[config.mk]
export PLATFORM = sky130hd
export DESIGN_NAME = traffic_conflict_monitor
export DESIGN_NICKNAME = d
export VERILOG_FILES = /design/src/rtl/traffic_conflict_monitor.sv
export SDC_FILE = /design/constraint.sdc
export NUM_CORES = 1
export LEC_CHECK = 0
export CELL_PAD_IN_SITES_DETAIL_PLACEMENT = 0
export CELL_PAD_IN_SITES_GLOBAL_PLACEMENT = 1
export CORE_MARGIN = 8
export CORE_UTILIZATION = 25
export CTS_CLUSTER_DIAMETER = 200
export DETAILED_ROUTE_END_ITERATION = 16
export GPL_ROUTABILITY_DRIVEN = 1
export PLACE_DENSITY = 0.63
export SETUP_SLACK_MARGIN = 0.1
export SLEW_MARGIN = 20
export SYNTH_ARGS = -nofsm -noshare
export SYNTH_HDL_FRONTEND = slang
export SYNTH_SLANG_ARGS = --single-unit
export TNS_END_PERCENT = 100
[constraint.sdc]
create_clock -name clk -period 1.6 [get_ports clk]
set_input_delay 0.4 -clock clk [delete_from_list [all_inputs] [get_ports clk]]
set_output_delay 0.4 -clock clk [all_outputs]
set_load 0.01 [all_outputs]
[src/rtl/traffic_conflict_monitor.sv]
// Safety monitor between the traffic light controller and the lamp drivers.
// Optional phase-sequence checking is compiled in with TLMON_SEQ_CHECK_EN.
module traffic_conflict_monitor #(
    parameter int PERSIST    = 2,
    parameter int MIN_YELLOW = 3,
    parameter int FLASH_HALF = 4,
    parameter int ALLRED     = 8
) (
    input  logic       clk,
    input  logic       reset,
    input  logic [2:0] nsl_in,
    input  logic [2:0] ewl_in,
    input  logic       clear,
    output logic [2:0] nsl,
    output logic [2:0] ewl,
    output logic       fault,
    output logic [1:0] fault_code
);
    localparam int PW = $clog2(PERSIST + 1);
    localparam int FW = $clog2(FLASH_HALF + 1);
    localparam int RW = $clog2(ALLRED + 1);
    localparam logic [2:0] RED = 3'b100;

    typedef enum logic [1:0] {
        MON     = 2'd0,
        FLASH   = 2'd1,
        RECOVER = 2'd2
    } state_t;

    state_t        state_q, state_d;
    logic [2:0]    nsl_q, nsl_d;
    logic [2:0]    ewl_q, ewl_d;
    logic          fault_q, fault_d;
    logic [1:0]    code_q, code_d;
    logic [PW-1:0] conf_q, conf_d;
    logic [PW-1:0] ill_q, ill_d;
    logic [FW-1:0] flash_q, flash_d;
    logic [RW-1:0] rec_q, rec_d;

    logic conflict, illegal;
    logic trip_conf, trip_ill, seq_err, trip;
    logic rec_done;

    function automatic logic onehot3(input logic [2:0] c);
        return (c == 3'b001) || (c == 3'b010) || (c == 3'b100);
    endfunction

    assign conflict  = (|nsl_in[1:0]) && (|ewl_in[1:0]);
    assign illegal   = !onehot3(nsl_in) || !onehot3(ewl_in);
    assign trip_conf = conflict && (conf_q == PW'(PERSIST - 1));
    assign trip_ill  = illegal && (ill_q == PW'(PERSIST - 1));
    assign trip      = trip_conf || trip_ill || seq_err;
    assign rec_done  = (rec_q == RW'(ALLRED - 1));

`ifdef TLMON_SEQ_CHECK_EN
    localparam int YW = $clog2(MIN_YELLOW + 1);
    localparam logic [2:0] YEL = 3'b010;
    localparam logic [2:0] GRN = 3'b001;

    logic [2:0]    nsp_q, nsp_d;
    logic [2:0]    ewp_q, ewp_d;
    logic [YW-1:0] nsy_q, nsy_d;
    logic [YW-1:0] ewy_q, ewy_d;
    logic          chk_clr;

    function automatic logic bad_step(
        input logic [2:0]    p,
        input logic [2:0]    c,
        input logic [YW-1:0] y
    );
        return (c == RED) &&
               ((p == GRN) ||
                ((p == YEL) && (y < YW'(MIN_YELLOW))));
    endfunction

    function automatic logic [YW-1:0] yrun(
        input logic [2:0]    c,
        input logic [YW-1:0] y
    );
        if (c != YEL) return '0;
        if (y == YW'(MIN_YELLOW)) return y;
        return y + YW'(1);
    endfunction

    assign seq_err = (state_q == MON) &&
                     (bad_step(nsp_q, nsl_in, nsy_q) ||
                      bad_step(ewp_q, ewl_in, ewy_q));
    assign chk_clr = ((state_q == MON) && trip) ||
                     ((state_q == RECOVER) && rec_done);

    // track last sampled code and yellow run per direction
    always_comb begin
        nsp_d = nsp_q;
        ewp_d = ewp_q;
        nsy_d = nsy_q;
        ewy_d = ewy_q;
        if (chk_clr) begin
            nsp_d = RED;
            ewp_d = RED;
            nsy_d = '0;
            ewy_d = '0;
        end else if (state_q == MON) begin
            nsp_d = nsl_in;
            ewp_d = ewl_in;
            nsy_d = yrun(nsl_in, nsy_q);
            ewy_d = yrun(ewl_in, ewy_q);
        end
    end

    // sequence-check history registers
    always_ff @(posedge clk or posedge reset) begin
        if (reset) begin
            nsp_q <= RED;
            ewp_q <= RED;
            nsy_q <= '0;
            ewy_q <= '0;
        end else begin
            nsp_q <= nsp_d;
            ewp_q <= ewp_d;
            nsy_q <= nsy_d;
            ewy_q <= ewy_d;
        end
    end
`else
    assign seq_err = 1'b0;
`endif

    // state register
    always_ff @(posedge clk or posedge reset) begin
        if (reset) state_q <= MON;
        else       state_q <= state_d;
    end

    // next-state: trip, operator clear, end of all-red
    always_comb begin
        state_d = state_q;
        unique case (state_q)
            MON:     if (trip)     state_d = FLASH;
            FLASH:   if (clear)    state_d = RECOVER;
            RECOVER: if (rec_done) state_d = MON;
            default:               state_d = MON;
        endcase
    end

    // lamp drive, fault flags and counters for each state
    always_comb begin
        nsl_d   = nsl_q;
        ewl_d   = ewl_q;
        fault_d = fault_q;
        code_d  = code_q;
        conf_d  = conf_q;
        ill_d   = ill_q;
        flash_d = flash_q;
        rec_d   = rec_q;
        unique case (state_q)
            MON: begin
                nsl_d  = nsl_in;
                ewl_d  = ewl_in;
                conf_d = conflict ? conf_q + PW'(1) : '0;
                ill_d  = illegal ? ill_q + PW'(1) : '0;
                if (trip) begin
                    nsl_d   = RED;
                    ewl_d   = RED;
                    fault_d = 1'b1;
                    flash_d = '0;
                    conf_d  = '0;
                    ill_d   = '0;
                    if (trip_conf)     code_d = 2'b01;
                    else if (trip_ill) code_d = 2'b10;
                    else               code_d = 2'b11;
                end
            end
            FLASH: begin
                if (clear) begin
                    nsl_d = RED;
                    ewl_d = RED;
                    rec_d = '0;
                end else if (flash_q == FW'(FLASH_HALF - 1)) begin
                    flash_d = '0;
                    nsl_d   = nsl_q ^ RED;
                    ewl_d   = ewl_q ^ RED;
                end else begin
                    flash_d = flash_q + FW'(1);
                end
            end
            RECOVER: begin
                if (rec_done) begin
                    nsl_d   = nsl_in;
                    ewl_d   = ewl_in;
                    fault_d = 1'b0;
                    code_d  = 2'b00;
                    conf_d  = '0;
                    ill_d   = '0;
                    rec_d   = '0;
                end else begin
                    rec_d = rec_q + RW'(1);
                end
            end
            default: ;
        endcase
    end

    // output and counter registers
    always_ff @(posedge clk or posedge reset) begin
        if (reset) begin
            nsl_q   <= RED;
            ewl_q   <= RED;
            fault_q <= 1'b0;
            code_q  <= 2'b00;
            conf_q  <= '0;
            ill_q   <= '0;
            flash_q <= '0;
            rec_q   <= '0;
        end else begin
            nsl_q   <= nsl_d;
            ewl_q   <= ewl_d;
            fault_q <= fault_d;
            code_q  <= code_d;
            conf_q  <= conf_d;
            ill_q   <= ill_d;
            flash_q <= flash_d;
            rec_q   <= rec_d;
        end
    end

    assign nsl        = nsl_q;
    assign ewl        = ewl_q;
    assign fault      = fault_q;
    assign fault_code = code_q;
endmodule
==> reports/results.ini <==
[outcome]
outcome = finished with violations
violations = negative setup slack

[final_layout]
area_delta_synth_final_pct = 64.78
fin_area_um2 = 2148
post-route-util_pct = 42.33
fin_nets = 223
n_antenna_cell = 0
finalNonFillerCells = 275
drive_gt1_share_pct = 46.34
final_common_cell = buf_4
layout.cells.most_common_list = 49 x buf_4, 20 x dfrtp_1, 8 x inv_1, 8 x nand2_1

[logic_synthesis]
postSynthAreaPerCell_um2 = 9.729
yosys_warnings = 0
syn_nets = 151
ys.flop_type = dfrtp_1
synthCells = 134
synth_edf_count = 0
ys_async_sr_fraction_pct = 100.0
syn_area_um2 = 1304
synthDistinctLibCells = 35
synth_seq_area_share_pct = 42.42
ys_seq_elements = 22

[placed_design]
gp_congestion = 0.7726
dp_hpwl_um = 2800
portBuffers = 17
dpl_cell_area_um2 = 1887
post-place-ws_ns = -0.5942
place_inst = 260

[routing]
via_count = 1298
first_pass_iters = 4
wl_um = 3632
wl_per_cell_um = 13.21
avgViaCountPerCell = 4.720
ant_nets = 0
dr.first_iter.drc_count = 46
drc = 0

[worst_setup_path]
cpPeakStageDelay_ns = 0.47
critPathMaxFanout = 7
cp_slowest_cell = or4_1
crit_required_ns = 1.80
startpoint_type = flop
end_kind = flop
path_class = flop to flop
crit_chain = buf_6, ha_4, or4_1, or3_1, o21ai_1
critical_path_arrival_ns = 1.85

[grt]
grt_pass1_wl_um = 6099
grt-ovfl-total = 0
grt_pass1_vias = 1301
grt_max_degree = 14
grt.total_usage_pct = 9.822
antenna_found_initial = 0

[power]
peakVddDrop_uv = 812.1
power_leakage_nw = 0.9730
p_per_area_nw_per_um2 = 1970

[clock_network]
hold_buffers = 0
root_buffer = clkbuf_8
cts_max_level = 1
clkTransAtPathRegs_ns = 0.09
clock_latency_ns = 0.26
clock-sinks = 22
cts-buffers-inserted = 3
cts_tree = yes
clockBufferDepth = 2

[floorplan]
core_um2 = 5075
die_h_um = 88.22
initial_core_util_pct = 25.69
die_w_um = 88.22
num_rows = 26
die_area_um2 = 7782
ioPinCount = 18

[job]
cap_violations = 0

[sta]
rsz0062_at_grt = true
relSlewSlack_pct = 76.26
worst_slew_pin_slew_ns = 0.3535
hold_viol_final = 0
drv_slew = 0
setup_slack_ns = -0.05677
setup-violations-final = 2
period_share_pct = 103.5
whs_ns = 0.3431
fin_crit_ns = 1.657
fin_skew_ns = 0.005247
max_freq_mhz = 603.6

[hold_path]
hold_class = input port to async pin

==> flip-flops by register name (all words and copies together), names as in the netlist <==
signal and cells:
fault_code 2, conf_q 2, state_q 2, rec_q 4
ill_q 2, flash_q 3, nsl 3, ewl 3
fault 1
==> per-layer routing <==
layer | GRT usage, % | up-vias | wire, µm
met5 | 0 | - | 0
met4 | 3.379 | 0 | 19
met3 | 2.414 | 4 | 173
met2 | 16.70 | 32 | 1870
met1 | 11.71 | 624 | 1568
li1 | - | 638 | -
==> power by group <==
| group | switching (W) | leakage, nW | total, W | internal [W] |
|---|---|---|---|---|
| combinational | 0.00123 | 0.663 | 0.00274 | 0.00151 |
| sequential | 0.000150 | 0.274 | 0.000965 | 0.000815 |
| clock | 0.000198 | 0.0357 | 0.000532 | 0.000334 |
| total | 0.00158 | 0.973 | 0.00423 | 0.00266 |
==> synthesized netlist by cell type (2+ instances only) <==
master,n,area share (%)
mux2_2,3,2.6
nand3_1,3,1.2
and3_1,5,2.4
ha_1,8,7.7
clkbuf_1,2,0.58
or4_1,2,1.2
a31oi_1,7,3.4
mux2i_1,3,2.3
or3_1,2,0.96
nor2b_1,2,0.96
dfstp_2,2,4.0
nor3_1,4,1.5
a32oi_1,4,2.7
nand2b_1,4,1.9
a22o_1,5,3.4
dfrtp_1,20,38
inv_1,10,2.9
o22ai_1,2,0.96
buf_2,2,0.77
o21ai_0,7,2.7
o31ai_1,2,1.2
o21a_1,2,1.2
nor2_1,6,1.7
a21oi_1,6,2.3
nand2_1,11,3.2
==> through the flow <==
stage,power (W),TNS [ns]
after floorplan,0.002250,-0.001818
after global placement,0.003142,-8.943
after detailed placement,0.003203,-9.836
after CTS,0.004034,-0.1814
after global routing,0.004559,-0.8010
final,0.004232,-0.06663
==> final timing paths <==
| check | startpoint | end | slack, ns | depth (start not counted) |
|---|---|---|---|---|
| setup / recovery | state_q[1] | conf_q[1] | -0.06 | 5 |
| hold / removal | reset | rec_q[1] | 0.34 | 2 |
| setup reg to reg | state_q[1] | conf_q[1] | -0.06 | 5 |
| hold reg to reg | nsl[0] | nsl[0] | 0.51 | 1 |
| max in group asynchronous | reset | flash_q[1] | 0.82 | 3 |
| min in group clk | nsl[0] | nsl[0] | 0.51 | 1 |
==> layout make-up <==
cell class / instances / area (µm²)
inverter: 10 / 37.54
timing repair buffer: 72 / 564.3
sequential: 22 / 553.0
multi-input combinational: 97 / 834.6
tap: 70 / 87.58
clock buffer: 3 / 41.29
fill: 489 / 2927
clock inverter: 1 / 30.03
==> kinds of logic (layout without fill, tap and decap cells) <==
logic type	Yosys count	in the layout	share of synthesized area (%)
AOI/OAI and AO/OA	40	40	21.78
and+or+nand+nor	43	43	18.14
muxes	6	6	4.894
buffers and inverters	15	86	5.087
DFF	22	22	42.42
adders and majority gates	8	8	7.678
==> worst max-delay path: cells and delay by family (launching register included) <==
kind | cells | cell delay (ns)
flops | 1 | 0.40
simple gates | 2 | 0.79
compound gates | 1 | 0.09
buf+inv | 1 | 0.13
fa+ha+maj | 1 | 0.18
==> what timing repair did <==
action,in CTS,in global routing
buffers inserted,6,4
gates cloned,1,0
setup endpoints to repair,29,23
resized for setup,45,27
pin swaps,10,11
No activity file was read; power rests on OpenSTA's default activity.
